--- src/rtl/uart_alu_host_pkg.sv ---
// Shared constants and state encodings for the UART ALU host initiator.
// Latency: n/a (types and constants only).
// Backpressure: n/a.
package uart_alu_host_pkg;

  localparam int OVERSAMPLE  = 16;  // s_ticks per serial bit
  localparam int MID_TICK    = 7;   // start-bit sample point after the falling edge
  localparam int DBIT_DEF    = 8;
  localparam int SB_TICK_DEF = 16;

  typedef enum logic [2:0] {
    ST_IDLE,
    ST_SEND_A,
    ST_SEND_B,
    ST_SEND_OP,
    ST_WAIT_RESP,
    ST_RECV
  } host_state_t;

  typedef enum logic [1:0] {
    TX_START,
    TX_DATA,
    TX_STOP
  } tx_phase_t;

  typedef enum logic [1:0] {
    RX_IDLE,
    RX_START,
    RX_DATA,
    RX_STOP
  } rx_state_t;

endpackage

--- src/rtl/uart_alu_host_rx.sv ---
// Response receiver: synchronises rx, finds the start bit, samples data LSB first and the stop bit.
// Latency: strobes fire combinationally on the s_tick that samples the start/stop bit.
// Backpressure: none; disabled (held idle) whenever en is low.
module uart_alu_host_rx
  import uart_alu_host_pkg::*;
#(
  parameter int DBIT = DBIT_DEF
) (
  input  logic            clk,
  input  logic            reset,
  input  logic            s_tick,
  input  logic            en,
  input  logic            rx,
  output logic            start_det,
  output logic            glitch,
  output logic [DBIT-1:0] rx_byte,
  output logic            byte_valid,
  output logic            stop_err
);

  localparam int RTW = $clog2(OVERSAMPLE);
  localparam int BW  = $clog2(DBIT);
  localparam logic [RTW-1:0] BIT_LAST = RTW'(OVERSAMPLE - 1);
  localparam logic [RTW-1:0] MID      = RTW'(MID_TICK);
  localparam logic [BW-1:0]  LAST_BIT = BW'(DBIT - 1);

  rx_state_t       st;
  logic            sync1, sync2, prev;
  logic            fall, at_last;
  logic [RTW-1:0]  tick;
  logic [BW-1:0]   bit_cnt;
  logic [DBIT-1:0] sh;

  // Two-flop synchroniser plus one history flop for edge detection; line idles high.
  always_ff @(posedge clk or negedge reset) begin
    if (!reset) begin
      sync1 <= 1'b1;
      sync2 <= 1'b1;
      prev  <= 1'b1;
    end else begin
      sync1 <= rx;
      sync2 <= sync1;
      prev  <= sync2;
    end
  end

  assign fall    = prev & ~sync2;
  assign at_last = s_tick & (tick == BIT_LAST);
  assign rx_byte = sh;

  // Event strobes seen by the host FSM in the cycle the sample is taken.
  always_comb begin
    start_det  = en & (st == RX_IDLE) & fall;
    glitch     = en & (st == RX_START) & s_tick & (tick == MID) & sync2;
    byte_valid = en & (st == RX_STOP) & at_last & sync2;
    stop_err   = en & (st == RX_STOP) & at_last & ~sync2;
  end

  // Frame sampler: mid-start check, then one sample every OVERSAMPLE ticks.
  always_ff @(posedge clk or negedge reset) begin
    if (!reset) begin
      st      <= RX_IDLE;
      tick    <= '0;
      bit_cnt <= '0;
      sh      <= '0;
    end else if (!en) begin
      st      <= RX_IDLE;
      tick    <= '0;
      bit_cnt <= '0;
    end else begin
      case (st)
        RX_IDLE: begin
          if (fall) begin
            st   <= RX_START;
            tick <= '0;
          end
        end
        RX_START: begin
          if (s_tick) begin
            if (tick == MID) begin
              tick    <= '0;
              bit_cnt <= '0;
              st      <= sync2 ? RX_IDLE : RX_DATA;
            end else begin
              tick <= tick + 1'b1;
            end
          end
        end
        RX_DATA: begin
          if (s_tick) begin
            if (tick == BIT_LAST) begin
              tick <= '0;
              sh   <= {sync2, sh[DBIT-1:1]};
              if (bit_cnt == LAST_BIT) st <= RX_STOP;
              else                     bit_cnt <= bit_cnt + 1'b1;
            end else begin
              tick <= tick + 1'b1;
            end
          end
        end
        RX_STOP: begin
          if (s_tick) begin
            if (tick == BIT_LAST) st   <= RX_IDLE;
            else                  tick <= tick + 1'b1;
          end
        end
        default: st <= RX_IDLE;
      endcase
    end
  end

endmodule

--- src/rtl/uart_alu_host.sv ---
// Host initiator: on start sends A, B, op as back-to-back UART frames, then waits for one result byte.
// Latency: 3 frames out plus one frame back; done/timeout/frame_err pulse the clk after the deciding sample.
// Backpressure: start is only accepted in IDLE (busy=0); requests while busy are dropped.
module uart_alu_host
  import uart_alu_host_pkg::*;
#(
  parameter int DBIT     = DBIT_DEF,
  parameter int SB_TICK  = SB_TICK_DEF,
  parameter int OP_W     = 6,
  parameter int TO_TICKS = 4096
) (
  input  logic            clk,
  input  logic            reset,
  input  logic            s_tick,
  input  logic            start,
  input  logic [DBIT-1:0] a_in,
  input  logic [DBIT-1:0] b_in,
  input  logic [OP_W-1:0] op_in,
  input  logic            rx,
  output logic            tx,
  output logic            busy,
  output logic [DBIT-1:0] result,
  output logic            done,
  output logic            timeout,
  output logic            frame_err
);

  localparam int TW  = (SB_TICK > OVERSAMPLE) ? $clog2(SB_TICK) : $clog2(OVERSAMPLE);
  localparam int BW  = $clog2(DBIT);
  localparam int TOW = $clog2(TO_TICKS + 1);
  localparam logic [TW-1:0]  BIT_LAST  = TW'(OVERSAMPLE - 1);
  localparam logic [TW-1:0]  STOP_LAST = TW'(SB_TICK - 1);
  localparam logic [BW-1:0]  LAST_BIT  = BW'(DBIT - 1);
  localparam logic [TOW-1:0] TO_LAST   = TOW'(TO_TICKS - 1);

  host_state_t     state, state_nxt;
  tx_phase_t       phase;
  logic [TW-1:0]   tick;
  logic [BW-1:0]   bit_cnt;
  logic [DBIT-1:0] tx_sh, b_q, op_ext;
  logic [OP_W-1:0] op_q;
  logic [TOW-1:0]  to_cnt;
  logic            sending, rx_en, tx_nxt, frame_end, to_hit;
  logic            start_det, glitch, byte_valid, stop_err;
  logic [DBIT-1:0] rx_byte;

  assign op_ext    = {{(DBIT-OP_W){1'b0}}, op_q};
  assign frame_end = sending & s_tick & (phase == TX_STOP) & (tick == STOP_LAST);
  assign to_hit    = (state == ST_WAIT_RESP) & s_tick & (to_cnt >= TO_LAST);

  uart_alu_host_rx #(.DBIT(DBIT)) u_rx (
    .clk        (clk),
    .reset      (reset),
    .s_tick     (s_tick),
    .en         (rx_en),
    .rx         (rx),
    .start_det  (start_det),
    .glitch     (glitch),
    .rx_byte    (rx_byte),
    .byte_valid (byte_valid),
    .stop_err   (stop_err)
  );

  // State register.
  always_ff @(posedge clk or negedge reset) begin
    if (!reset) state <= ST_IDLE;
    else        state <= state_nxt;
  end

  // Next-state: a response edge beats a same-cycle timeout.
  always_comb begin
    state_nxt = state;
    case (state)
      ST_IDLE:      if (start)     state_nxt = ST_SEND_A;
      ST_SEND_A:    if (frame_end) state_nxt = ST_SEND_B;
      ST_SEND_B:    if (frame_end) state_nxt = ST_SEND_OP;
      ST_SEND_OP:   if (frame_end) state_nxt = ST_WAIT_RESP;
      ST_WAIT_RESP: begin
        if (start_det)   state_nxt = ST_RECV;
        else if (to_hit) state_nxt = ST_IDLE;
      end
      ST_RECV: begin
        if (glitch)                     state_nxt = ST_WAIT_RESP;
        else if (byte_valid | stop_err) state_nxt = ST_IDLE;
      end
      default: state_nxt = ST_IDLE;
    endcase
  end

  // Outputs decoded from state: busy, receiver enable and the next tx line level.
  always_comb begin
    busy    = (state != ST_IDLE);
    rx_en   = (state == ST_WAIT_RESP) | (state == ST_RECV);
    sending = (state == ST_SEND_A) | (state == ST_SEND_B) | (state == ST_SEND_OP);
    tx_nxt  = 1'b1;
    if (sending) begin
      case (phase)
        TX_START: tx_nxt = 1'b0;
        TX_DATA:  tx_nxt = tx_sh[0];
        default:  tx_nxt = 1'b1;
      endcase
    end
  end

  // TX sequencing: latch the command in IDLE, then walk start/data/stop per frame on s_tick.
  always_ff @(posedge clk or negedge reset) begin
    if (!reset) begin
      phase   <= TX_START;
      tick    <= '0;
      bit_cnt <= '0;
      tx_sh   <= '0;
      b_q     <= '0;
      op_q    <= '0;
    end else if (state == ST_IDLE) begin
      phase   <= TX_START;
      tick    <= '0;
      bit_cnt <= '0;
      if (start) begin
        tx_sh <= a_in;
        b_q   <= b_in;
        op_q  <= op_in;
      end
    end else if (sending && s_tick) begin
      case (phase)
        TX_START: begin
          if (tick == BIT_LAST) begin
            tick    <= '0;
            bit_cnt <= '0;
            phase   <= TX_DATA;
          end else begin
            tick <= tick + 1'b1;
          end
        end
        TX_DATA: begin
          if (tick == BIT_LAST) begin
            tick  <= '0;
            tx_sh <= tx_sh >> 1;
            if (bit_cnt == LAST_BIT) phase   <= TX_STOP;
            else                     bit_cnt <= bit_cnt + 1'b1;
          end else begin
            tick <= tick + 1'b1;
          end
        end
        default: begin
          if (tick == STOP_LAST) begin
            tick  <= '0;
            phase <= TX_START;
            tx_sh <= (state == ST_SEND_A) ? b_q : op_ext;
          end else begin
            tick <= tick + 1'b1;
          end
        end
      endcase
    end
  end

  // Response timeout: cleared outside the receive window, held in RECV so a glitch does not restart it.
  always_ff @(posedge clk or negedge reset) begin
    if (!reset)                                   to_cnt <= '0;
    else if (!rx_en)                              to_cnt <= '0;
    else if (state == ST_WAIT_RESP && s_tick)     to_cnt <= to_cnt + 1'b1;
  end

  // Registered line driver, result capture and single-cycle completion pulses.
  always_ff @(posedge clk or negedge reset) begin
    if (!reset) begin
      tx        <= 1'b1;
      result    <= '0;
      done      <= 1'b0;
      timeout   <= 1'b0;
      frame_err <= 1'b0;
    end else begin
      tx        <= tx_nxt;
      done      <= (state == ST_RECV) & byte_valid;
      frame_err <= (state == ST_RECV) & stop_err;
      timeout   <= to_hit & ~start_det;
      if ((state == ST_RECV) && byte_valid) result <= rx_byte;
    end
  end

endmodule

--- config.mk ---
export PLATFORM = sky130hd
export DESIGN_NAME = uart_alu_host
export DESIGN_NICKNAME = d
export VERILOG_FILES = /design/src/rtl/uart_alu_host_pkg.sv /design/src/rtl/uart_alu_host_rx.sv /design/src/rtl/uart_alu_host.sv
export SDC_FILE = /design/constraint.sdc
export NUM_CORES = 1
export LEC_CHECK = 0
export ABC_CLOCK_PERIOD_IN_PS = 2000
export BUFFER_PORTS_ARGS = -buffer_cell sky130_fd_sc_hd__buf_2
export CAP_MARGIN = 40
export CORE_MARGIN = 4
export CORE_UTILIZATION = 30
export CTS_CLUSTER_DIAMETER = 150
export DETAILED_ROUTE_END_ITERATION = 10
export GPL_ROUTABILITY_DRIVEN = 1
export SLEW_MARGIN = 5
export SYNTH_ARGS = -nofsm -noshare
export SYNTH_HDL_FRONTEND = slang
export SYNTH_SLANG_ARGS = --single-unit
--- constraint.sdc ---
create_clock -name clk -period 2 [get_ports clk]
set_input_delay 0.2 -clock clk [delete_from_list [all_inputs] [get_ports clk]]
set_output_delay 0.2 -clock clk [all_outputs]
set_load 0.005 [all_outputs]
==> reports/results.ini <==
[logic_synthesis]
synth-simple-area-share = 0.176
synthAdderAreaFrac = 0.0220
syn_nets = 396
ys.flop_type = dfrtp_1
synth_top_family_by_area = simple AND/OR/NAND/NOR gates
synth_top_area_frac = 0.471
async_flop_share = 1.00
synth_mux_area_frac = 0.133
yosys.area.top_type = dfrtp_1
synth.avg_cell_area_um2 = 11.0
synth_cell_types = 60
synth_area_um2 = 3980
synth_cells = 362
synth-edff-count = 0
synth_area_leaders = dfrtp_1, mux2_2, o21ai_0, mux2_4, nand2_1
synth-compound-area-share = 0.122
ys_ff_latch = 79
ys_seq_area_frac = 0.497
synth_xor_xnor_area_share = 0.0154
synth_warnings = 0

[sta]
timing.hold.ws_ps = 96.3
report.final.slew_viol_count = 0
finalSetupViolCount = 0
worstMarginPinSlew_ps = 568
skew_ps = 7.65
fmax_ghz = 0.515
period_share = 0.971
period_minus_slack_ps = 1940
hold_viol_final = 0
slew_headroom = 0.619

[critical_path]
worstPathArrival_ps = 2160
cp_max_fo = 7
worstSetupEndpointType = register
cp.required_ps = 2220
start_kind = register
critPathKind = reg2reg

[floorplan]
start_util = 0.311
io_pins = 40
std_cell_rows = 41
die_h_um = 123
die_area_um2 = 15200
core-area_um2 = 12800
die_x_um = 123

[global_route]
grt_pass1_vias = 3087
antenna_found_initial = 0
grt_pass1_wl_um = 14500
grt_remaining_overflow = 0
grt_max_degree = 47
grt_use_total = 0.121

[layout]
synthToLayoutAreaGrowth_pct = 23.2
layout.nets = 454
design_area_um2 = 4910
final_common_cell = dfrtp_1
diodes = 0
n_fill_cell = 1267
final_cells = 597
layout-drive-gt1-share = 0.329
utilization = 0.383
multi_input_area_um2 = 1880
seqCellArea_um2 = 1980
layout_common_cells = dfrtp_1, buf_2, mux2_2

[min_path]
hp-class = in2reg

[job]
max-cap-violations = 0

[clocking]
clockBufferDepth = 2
cts_sinks = 79
htreeDepth = 3
clock_latency_ps = 340
ctsRootBufferMaster = clkbuf_16
clk_pin_slew_ps = 60
cts_made_buffers = 9
cts_tree = yes

[drt]
via_count = 3022
wire_per_inst_um = 14.5
drt_pass1_iterations = 4
wl_um = 8670
drtAntennaViolNets = 0
drtIter0Drc = 158
post-route-drc-count = 0
vias_per_cell = 5.06

[power]
p_leak_nw = 2.22
p_per_area_nw_per_um2 = 1070
vdd_drop_max_mv = 0.538

[run_status]
status = completed

[place]
dpl_cell_area_um2 = 4530
io_buffers = 39
place.gp.congestion = 0.805
dp.cells = 575
hpwl_um = 6250

-- logic make-up after synthesis --
family | after synthesis
muxes | 45
xor gates and xnor gates | 7
adders and majority gates | 7
buffers and inverters | 30
DFF | 79
AOI/OAI and AO/OA | 72
and+or+nand+nor | 122
-- per-stage QoR --
stage          setup TNS (ps)  worst slack (ps)  power [mW]
6_report                    0              57.4        5.24
5_1_grt                 -19.8             -17.0        5.54
4_1_cts                     0              48.5        5.20
3_5_place_dp                0               102        3.46
3_3_place_gp                0               128        3.42
2_1_floorplan               0              82.6        2.97
-- worst max-delay path, cell delays in order (launching register included) --
cell	delay (ps)
dfrtp_2	450
buf_4	170
nor3_4	190
buf_4	200
clkinvlp_4	150
clkbuf_2	180
o21ai_0	100
o21ai_0	110
mux2_2	280
-- Yosys cell counts (6+ instances only) --
master and number:
a211oi_1 8, clkbuf_1 14, nand3_1 13, nand2_1 30, ha_1 7, buf_2 8, nor4_1 6, dfrtp_1 75
a21oi_1 7, o21ai_0 25, mux2_2 31, inv_1 6, nor2_1 20, mux2_4 8, nor4bb_1 6
-- registers in the layout, summed over array words and instances, names as in the netlist, 2 cells and up --
signal / count
u_rx.rx_byte: 8
tx_sh: 8
phase: 2
result: 8
b_q: 8
u_rx.bit_cnt: 3
to_cnt: 13
op_q: 6
u_rx.tick: 4
u_rx.st: 2
state: 3
bit_cnt: 3
tick: 4
-- final timing paths --
path                                      start                           to  slack, ps  cells after the start
setup / recovery           state[0]$_DFFE_PN0P_         tx_sh[1]$_DFFE_PN0P_         60                      8
hold / removal                         op_in[4]          op_q[4]$_DFFE_PN0P_        100                      2
setup reg to reg           state[0]$_DFFE_PN0P_         tx_sh[1]$_DFFE_PN0P_         60                      8
hold reg to reg            u_rx.sync1$_DFF_PN1_         u_rx.sync2$_DFF_PN1_        360                      0
max in group asynchronous                 reset                 tx$_DFF_PN1_       1000                      3
min in group asynchronous                 reset  u_rx.bit_cnt[2]$_DFFE_PN0P_        350                      2
-- layout make-up --
type,count,share of cell area
inverters,6,0.00535
flip-flops and latches,79,0.404
repair buffers,71,0.0999
clock buffers,11,0.0515
well taps,172,0.0438
clock inverters,5,0.0133
multi-input cells,253,0.382
-- report_power, final --
part | switching (mW) | internal [mW] | leakage [nW]
combinational | 0.677 | 0.762 | 1.02
sequential | 0.200 | 1.89 | 1.04
clock | 0.660 | 1.05 | 0.156
total | 1.54 | 3.70 | 2.22
-- routing by layer --
metal  up-vias  part of all wire  track usage
li1       1460                 -            -
met1      1466              0.47        0.158
met2        80              0.46        0.189
met3        16             0.048       0.0329
met4         0             0.022       0.0505
met5         -                 0            0
-- repair_timing --
| action | CTS | global route |
|---|---|---|
| resized for setup | 0 | 5 |
| buffers inserted | 0 | 4 |
| hold buffers | 2 | 0 |
| endpoints found under the hold margin | 32 | 0 |
| endpoints found under the setup margin | 0 | 10 |
Power figures use the tool's default switching activity.
